`src/rtl/sm83_pkg.sv`:
```
// Shared types and defaults for the sm83 interrupt scheduler.
package sm83_pkg;

    localparam int unsigned SM83_NUM_IRQS  = 8;
    localparam int unsigned SM83_WORD_SIZE = 8;
    localparam int unsigned SM83_VEC_SHIFT = 3;
    localparam logic [7:0]  SM83_VEC_BASE  = 8'h40;

    typedef logic [SM83_NUM_IRQS-1:0] irq_t;

    typedef enum logic [2:0] {
        IDLE   = 3'd0,
        HALTED = 3'd1,
        DSP_M1 = 3'd2,
        DSP_M2 = 3'd3,
        DSP_M3 = 3'd4,
        DSP_M4 = 3'd5,
        DSP_M5 = 3'd6
    } sched_state_t;

    function automatic logic is_dispatch(input sched_state_t s);
        return s inside {DSP_M1, DSP_M2, DSP_M3, DSP_M4, DSP_M5};
    endfunction

    // One-hot M-cycle marker for the dispatch states, zero elsewhere.
    function automatic logic [4:0] dsp_onehot(input sched_state_t s);
        logic [4:0] m;
        case (s)
            DSP_M1:  m = 5'b00001;
            DSP_M2:  m = 5'b00010;
            DSP_M3:  m = 5'b00100;
            DSP_M4:  m = 5'b01000;
            DSP_M5:  m = 5'b10000;
            default: m = 5'b00000;
        endcase
        return m;
    endfunction

endpackage

```
`src/rtl/sm83_irq_prio.sv`:
```
// Lowest-index-wins priority encoder: one-hot grant, binary index and any-request flag.
module sm83_irq_prio #(
    parameter int unsigned N = 8,
    localparam int unsigned IDX_W = (N > 1) ? $clog2(N) : 1
) (
    input  logic [N-1:0]     req,
    output logic [N-1:0]     onehot,
    output logic [IDX_W-1:0] idx,
    output logic             any
);

    // Scan from the top so the lowest set bit is the last one written.
    always_comb begin
        onehot = '0;
        idx    = '0;
        any    = |req;
        for (int i = int'(N) - 1; i >= 0; i--) begin
            if (req[i]) begin
                onehot = N'(1) << i;
                idx    = IDX_W'(i);
            end
        end
    end

endmodule

```
`src/rtl/sm83_irq_sched.sv`:
```
// Interrupt scheduler: IME / EI delay, HALT handling and the 5-M-cycle dispatch sequence.
module sm83_irq_sched
    import sm83_pkg::*;
#(
    parameter int unsigned            NUM_IRQS  = SM83_NUM_IRQS,
    parameter int unsigned            WORD_SIZE = SM83_WORD_SIZE,
    parameter logic [WORD_SIZE-1:0]   VEC_BASE  = WORD_SIZE'(SM83_VEC_BASE),
    parameter int unsigned            VEC_SHIFT = SM83_VEC_SHIFT
) (
    input  logic                  clk,
    input  logic                  reset,
    input  logic                  t4,
    input  logic                  insn_end,
    input  logic                  ctl_ei,
    input  logic                  ctl_di,
    input  logic                  ctl_reti,
    input  logic                  ctl_halt,
    input  logic [NUM_IRQS-1:0]   irq,
    output logic                  ime,
    output logic                  halted,
    output logic                  halt_bug,
    output logic                  dispatch,
    output logic [4:0]            dsp_m,
    output logic [NUM_IRQS-1:0]   iack,
    output logic [WORD_SIZE-1:0]  vec
);

    localparam int unsigned IDX_W = (NUM_IRQS > 1) ? $clog2(NUM_IRQS) : 1;

    sched_state_t         state_q, state_d;
    logic                 ime_q, ime_d;
    logic                 ei_pend_q, ei_pend_d;
    logic                 halted_q, halted_d;
    logic                 halt_bug_q, halt_bug_d;
    logic                 dispatch_q, dispatch_d;
    logic [NUM_IRQS-1:0]  iack_q, iack_d;
    logic [WORD_SIZE-1:0] vec_q, vec_d;

    logic [NUM_IRQS-1:0]  irq_onehot;
    logic [IDX_W-1:0]     irq_idx;
    logic                 irq_any;
    logic                 boundary_c;
    logic                 ime_eff_c;
    logic                 take_c;

    sm83_irq_prio #(.N(NUM_IRQS)) u_prio (
        .req    (irq),
        .onehot (irq_onehot),
        .idx    (irq_idx),
        .any    (irq_any)
    );

    // A pending EI counts as enabled at the boundary after it, never at its own.
    assign boundary_c = t4 & insn_end;
    assign ime_eff_c  = ime_q | ei_pend_q;
    assign take_c     = boundary_c & ime_eff_c & irq_any;

    always_ff @(posedge clk) begin
        if (reset) begin
            state_q    <= IDLE;
            ime_q      <= 1'b0;
            ei_pend_q  <= 1'b0;
            halted_q   <= 1'b0;
            halt_bug_q <= 1'b0;
            dispatch_q <= 1'b0;
            iack_q     <= '0;
            vec_q      <= '0;
        end else begin
            state_q    <= state_d;
            ime_q      <= ime_d;
            ei_pend_q  <= ei_pend_d;
            halted_q   <= halted_d;
            halt_bug_q <= halt_bug_d;
            dispatch_q <= dispatch_d;
            iack_q     <= iack_d;
            vec_q      <= vec_d;
        end
    end

    always_comb begin
        state_d = state_q;
        case (state_q)
            IDLE: begin
                if (take_c)
                    state_d = DSP_M1;
                else if (boundary_c && ctl_halt && !irq_any)
                    state_d = HALTED;
            end
            HALTED: begin
                if (t4 && irq_any)
                    state_d = ime_q ? DSP_M1 : IDLE;
            end
            DSP_M1:  if (t4) state_d = DSP_M2;
            DSP_M2:  if (t4) state_d = DSP_M3;
            DSP_M3:  if (t4) state_d = DSP_M4;
            DSP_M4:  if (t4) state_d = DSP_M5;
            DSP_M5:  if (t4) state_d = IDLE;
            default: state_d = IDLE;
        endcase
    end

    always_comb begin
        ime_d      = ime_q;
        ei_pend_d  = ei_pend_q;
        halt_bug_d = 1'b0;
        iack_d     = '0;
        vec_d      = vec_q;
        halted_d   = (state_d == HALTED);
        dispatch_d = is_dispatch(state_d);
        dsp_m      = dsp_onehot(state_q);
        case (state_q)
            IDLE: begin
                if (boundary_c) begin
                    if (take_c || ctl_di) begin
                        ime_d     = 1'b0;
                        ei_pend_d = 1'b0;
                    end else begin
                        ime_d      = ime_eff_c | ctl_reti;
                        ei_pend_d  = ctl_ei;
                        halt_bug_d = ctl_halt & irq_any;
                    end
                end
            end
            HALTED: begin
                if (t4 && irq_any && ime_q) begin
                    ime_d     = 1'b0;
                    ei_pend_d = 1'b0;
                end
            end
            // Priority is resolved only after PCH is on the stack.
            DSP_M3: begin
                if (t4) begin
                    iack_d = irq_onehot;
                    vec_d  = irq_any ? (VEC_BASE + (WORD_SIZE'(irq_idx) << VEC_SHIFT))
                                     : '0;
                end
            end
            default: ;
        endcase
    end

    assign ime      = ime_q;
    assign halted   = halted_q;
    assign halt_bug = halt_bug_q;
    assign dispatch = dispatch_q;
    assign iack     = iack_q;
    assign vec      = vec_q;

endmodule

```
`config.mk`:
```
export PLATFORM = sky130hd
export DESIGN_NAME = sm83_irq_sched
export DESIGN_NICKNAME = d
export VERILOG_FILES = /design/src/rtl/sm83_pkg.sv /design/src/rtl/sm83_irq_prio.sv /design/src/rtl/sm83_irq_sched.sv
export SDC_FILE = /design/constraint.sdc
export NUM_CORES = 1
export LEC_CHECK = 0
export ABC_AREA = 1
export BUFFER_PORTS_ARGS = -buffer_cell sky130_fd_sc_hd__buf_2
export CORE_UTILIZATION = 30
export DETAILED_ROUTE_END_ITERATION = 7
export HOLD_SLACK_MARGIN = 0.12
export SKIP_LAST_GASP = 1
export SLEW_MARGIN = 25
export SYNTH_ARGS = -nofsm -noshare
export SYNTH_HDL_FRONTEND = slang
export SYNTH_HIERARCHICAL = 1
export SYNTH_SLANG_ARGS = --single-unit
```
`constraint.sdc`:
```
create_clock -name clk -period 3.63 [get_ports clk]
set_clock_uncertainty 0.2 [all_clocks]
set_input_delay 0.1815 -clock clk [delete_from_list [all_inputs] [get_ports clk]]
set_output_delay 0.1815 -clock clk [all_outputs]
set_load 0.005 [all_outputs]
```
==> impl_metrics.csv <==
group,metric,value,unit
place,routabilityCongestion,0.8095,
power_and_ir_drop,power_switching,0.1181,mW
worst_setup_path,critPathLaunchType,"input pin",
floorplan,pin_count,41,
route,first_pass_iters,4,
synthesis,yosysWarnings,6,
power_and_ir_drop,ir_drop,0.2906,mV
final_layout,final_layout_size_suffix_gt1_share,28.27,%
route,drt.antenna.violating_nets,0,
cts,insertion_delay,250,ps
synthesis,syn_area_per_cell,6.575,µm²
route,wire_per_inst,9.284,µm
cts,cts_hold_buffers,15,
timing,period_share,65.58,%
synthesis,synth_top_area_share,32.39,%
worst_setup_path,critPathKind,"input pin to flop",
synthesis,synth-seq-cells,20,
synthesis,synthMuxAreaShare,0,%
worst_hold_path,min_path_type,"input pin to flop",
worst_setup_path,ff2ff_setup_slack,1770,ps
place,dp_cells,266,
timing,timing_hold_violations_final,0,
power_and_ir_drop,power.density,292.2,mW/mm²
route,wl_met3,145,µm
worst_setup_path,critPathMaxFanout,5,
final_layout,post-route-util,42.39,%
final_layout,area_growth,30.26,%
timing,timing.fmax,0.4201,GHz
cts,post_cts_resized,0,
floorplan,fp.dieH,66.19,µm
synthesis,synth_cell_types,28,
final_layout,fin_nets,254,
global_routing,grt_pass1_wl,4298,µm
cts,path_clk_slew,70,ps
timing,finalSetupTns,0,ps
synthesis,synth_top_family_by_area,"simple AND/OR/NAND/NOR gates",
route,drcViolationCount,0,
floorplan,core_area,0.003799,mm²
worst_hold_path,hp-start,"t4",
cts,cts_sinks,20,
cts,cts_tree,"built",
global_routing,grt_max_degree,12,
final_layout,layout.cells.non_filler,285,
place,portBuffers,36,
outcome,outcome,"finished, final reports clean",
place,hpwl,2040,µm
floorplan,die-area,0.004381,mm²
power_and_ir_drop,netSwitchingFraction,25.10,%
synthesis,synth_xor_area_share,0,%
global_routing,grt_pass1_vias,1058,
cts,cts_setup_buffers,0,
global_routing,antenna_found_initial,0,
route,vias,1189,
worst_setup_path,worst_r2r_endpoint,"halt_bug",
synthesis,synth_compound_area_share,5.364,%
job,drv_cap,0,
final_layout,multi_input_area,613.1,µm²
synthesis,ys_top_cells_by_area,"dfxtp_1 (32%), nand2_1 (11%), nor2_1 (11%), inv_1 (9.7%), nand3_1 (4.9%)",
worst_hold_path,whs_path_depth,3,
route,wirelength,2646,µm
final_layout,seqCellArea,400.4,µm²
timing,period_needed,2381,ps
power_and_ir_drop,clockPowerShare,36.1,%
worst_hold_path,whs_endpoint,"iack[4]",
timing,rsz0062_at_grt,"no",
timing,setup_violations,0,
worst_setup_path,reg2reg_depth,6,
synthesis,yosysSeqAreaShare,32.39,%
power_and_ir_drop,p_int,0.3525,mW
final_layout,fillers,410,
floorplan,initial_utilization,32.54,%
timing,final_max_slew_viol_count,0,
power_and_ir_drop,power_frac_comb,15.4,%
cts,cts_root_buffer,"clkbuf_8",
power_and_ir_drop,power_frac_seq,48.5,%
global_routing,grt_overflow_total,0,
floorplan,rows,22,
final_layout,final_cell_mix,"buf_2 (36), nand2_1 (35), nor2_1 (35)",
synthesis,yosys.area_share.simple,43.02,%
synthesis,synthCells,188,
place,placement.cell_area,0.001405,mm²
final_layout,num_antenna_cells,0,
cts,htreeDepth,1,
synthesis,syn_area,0.001236,mm²
synthesis,synthAdderAreaFrac,0,%
route,initialDrtViolationCount,44,
global_routing,groute.usage.overall,12.78,%
worst_setup_path,end_kind,"flop",
cts,cts.path.max_buffers,2,
route,wl_met2,1233,µm
cts,cts_inserted_buffers,3,
power_and_ir_drop,p_total,0.4706,mW
worst_setup_path,r2r_start,"state_q[0]",
synthesis,yosysTopAreaCell,"dfxtp_1",
final_layout,final_common_cell,"buf_2",
floorplan,fp.dieW,66.19,µm
power_and_ir_drop,p_leak,0.8746,nW
worst_setup_path,worstPathArrival,2380,ps
route,drt-vias-per-instance,4.172,
final_layout,final_cell_area,0.001610,mm²
route,dr.max_layer_used,"met4",
worst_setup_path,cp.required,3630,ps
route,met1_length,1247,µm
## worst max-delay path, stage by stage
cell and delay (ps):
dlygate4sd3_1 540, buf_2 150, nor2_2 150, nor3b_2 210, nand2_1 180, nand3_1 130
nor2_2 50, nor4_1 220, dlygate4sd3_1 570
## logic make-up (layout without fill, tap and decap cells)
kind of cell    count (synthesis)  count (layout)
flops                          20              20
other cells                     1               4
compound gates                 12              12
simple gates                  107             107
buf+inv                        48              94
## sequential cells by signal, indices dropped and copies added, names as in the netlist
| name | count |
|---|---|
| halt_bug | 1 |
| iack | 8 |
| vec | 4 |
| state_q | 3 |
| halted | 1 |
| dispatch | 1 |
| ime | 1 |
| ei_pend_q | 1 |
## layer usage
layer  up-vias  global-route usage [%]
met2        31                   22.07
met1       506                   14.70
met3         2                   4.828
met4         0                   3.191
met5         -                       0
li1        650                       -
## area by class of cell
cell class | instances | share of cell area (%)
repair buffers | 51 | 20.51
well taps | 48 | 3.730
clock buffers | 4 | 3.419
flip-flops and latches | 20 | 24.86
multi-input cells | 123 | 38.07
inverters | 39 | 9.402
## Yosys cell counts, drive strengths merged
library cell  instances
conb                  1
nor3                  2
or2                   2
nand3                14
inv                  39
a21oi                 7
nand4                 2
dfxtp                20
o21ai                 4
nand2                41
nor3b                 1
nor4                  1
o21bai                1
nor2                 44
buf                   9
## power groups by stage
stage | Combinational [mW] | Clock, mW | Sequential, mW
2_1_floorplan | 0.0498 | 0 | 0.230
3_3_place_gp | 0.0613 | 0 | 0.234
3_5_place_dp | 0.0610 | 0 | 0.234
4_1_cts | 0.0722 | 0.181 | 0.228
5_1_grt | 0.0809 | 0.188 | 0.229
6_report | 0.0725 | 0.170 | 0.228
## how the worst max path moves through the flow
stage	startpoint	to	slack, ps
finish	irq[5]	halt_bug	1250
CTS	irq[5]	halt_bug	1290
floorplan	irq[5]	dispatch	2160
detailed placement	irq[5]	dispatch	1910
global route	irq[5]	halt_bug	1140
global placement	irq[5]	dispatch	1940
## stage by stage
stage	setup slack, ps	hold slack, ps
3_5_place_dp	1912	173.8
2_1_floorplan	2163	50.57
5_1_grt	1139	152.6
4_1_cts	1291	137.9
3_3_place_gp	1945	177.9
6_report	1249	138.8
No activity file was read; power rests on OpenSTA's default activity.
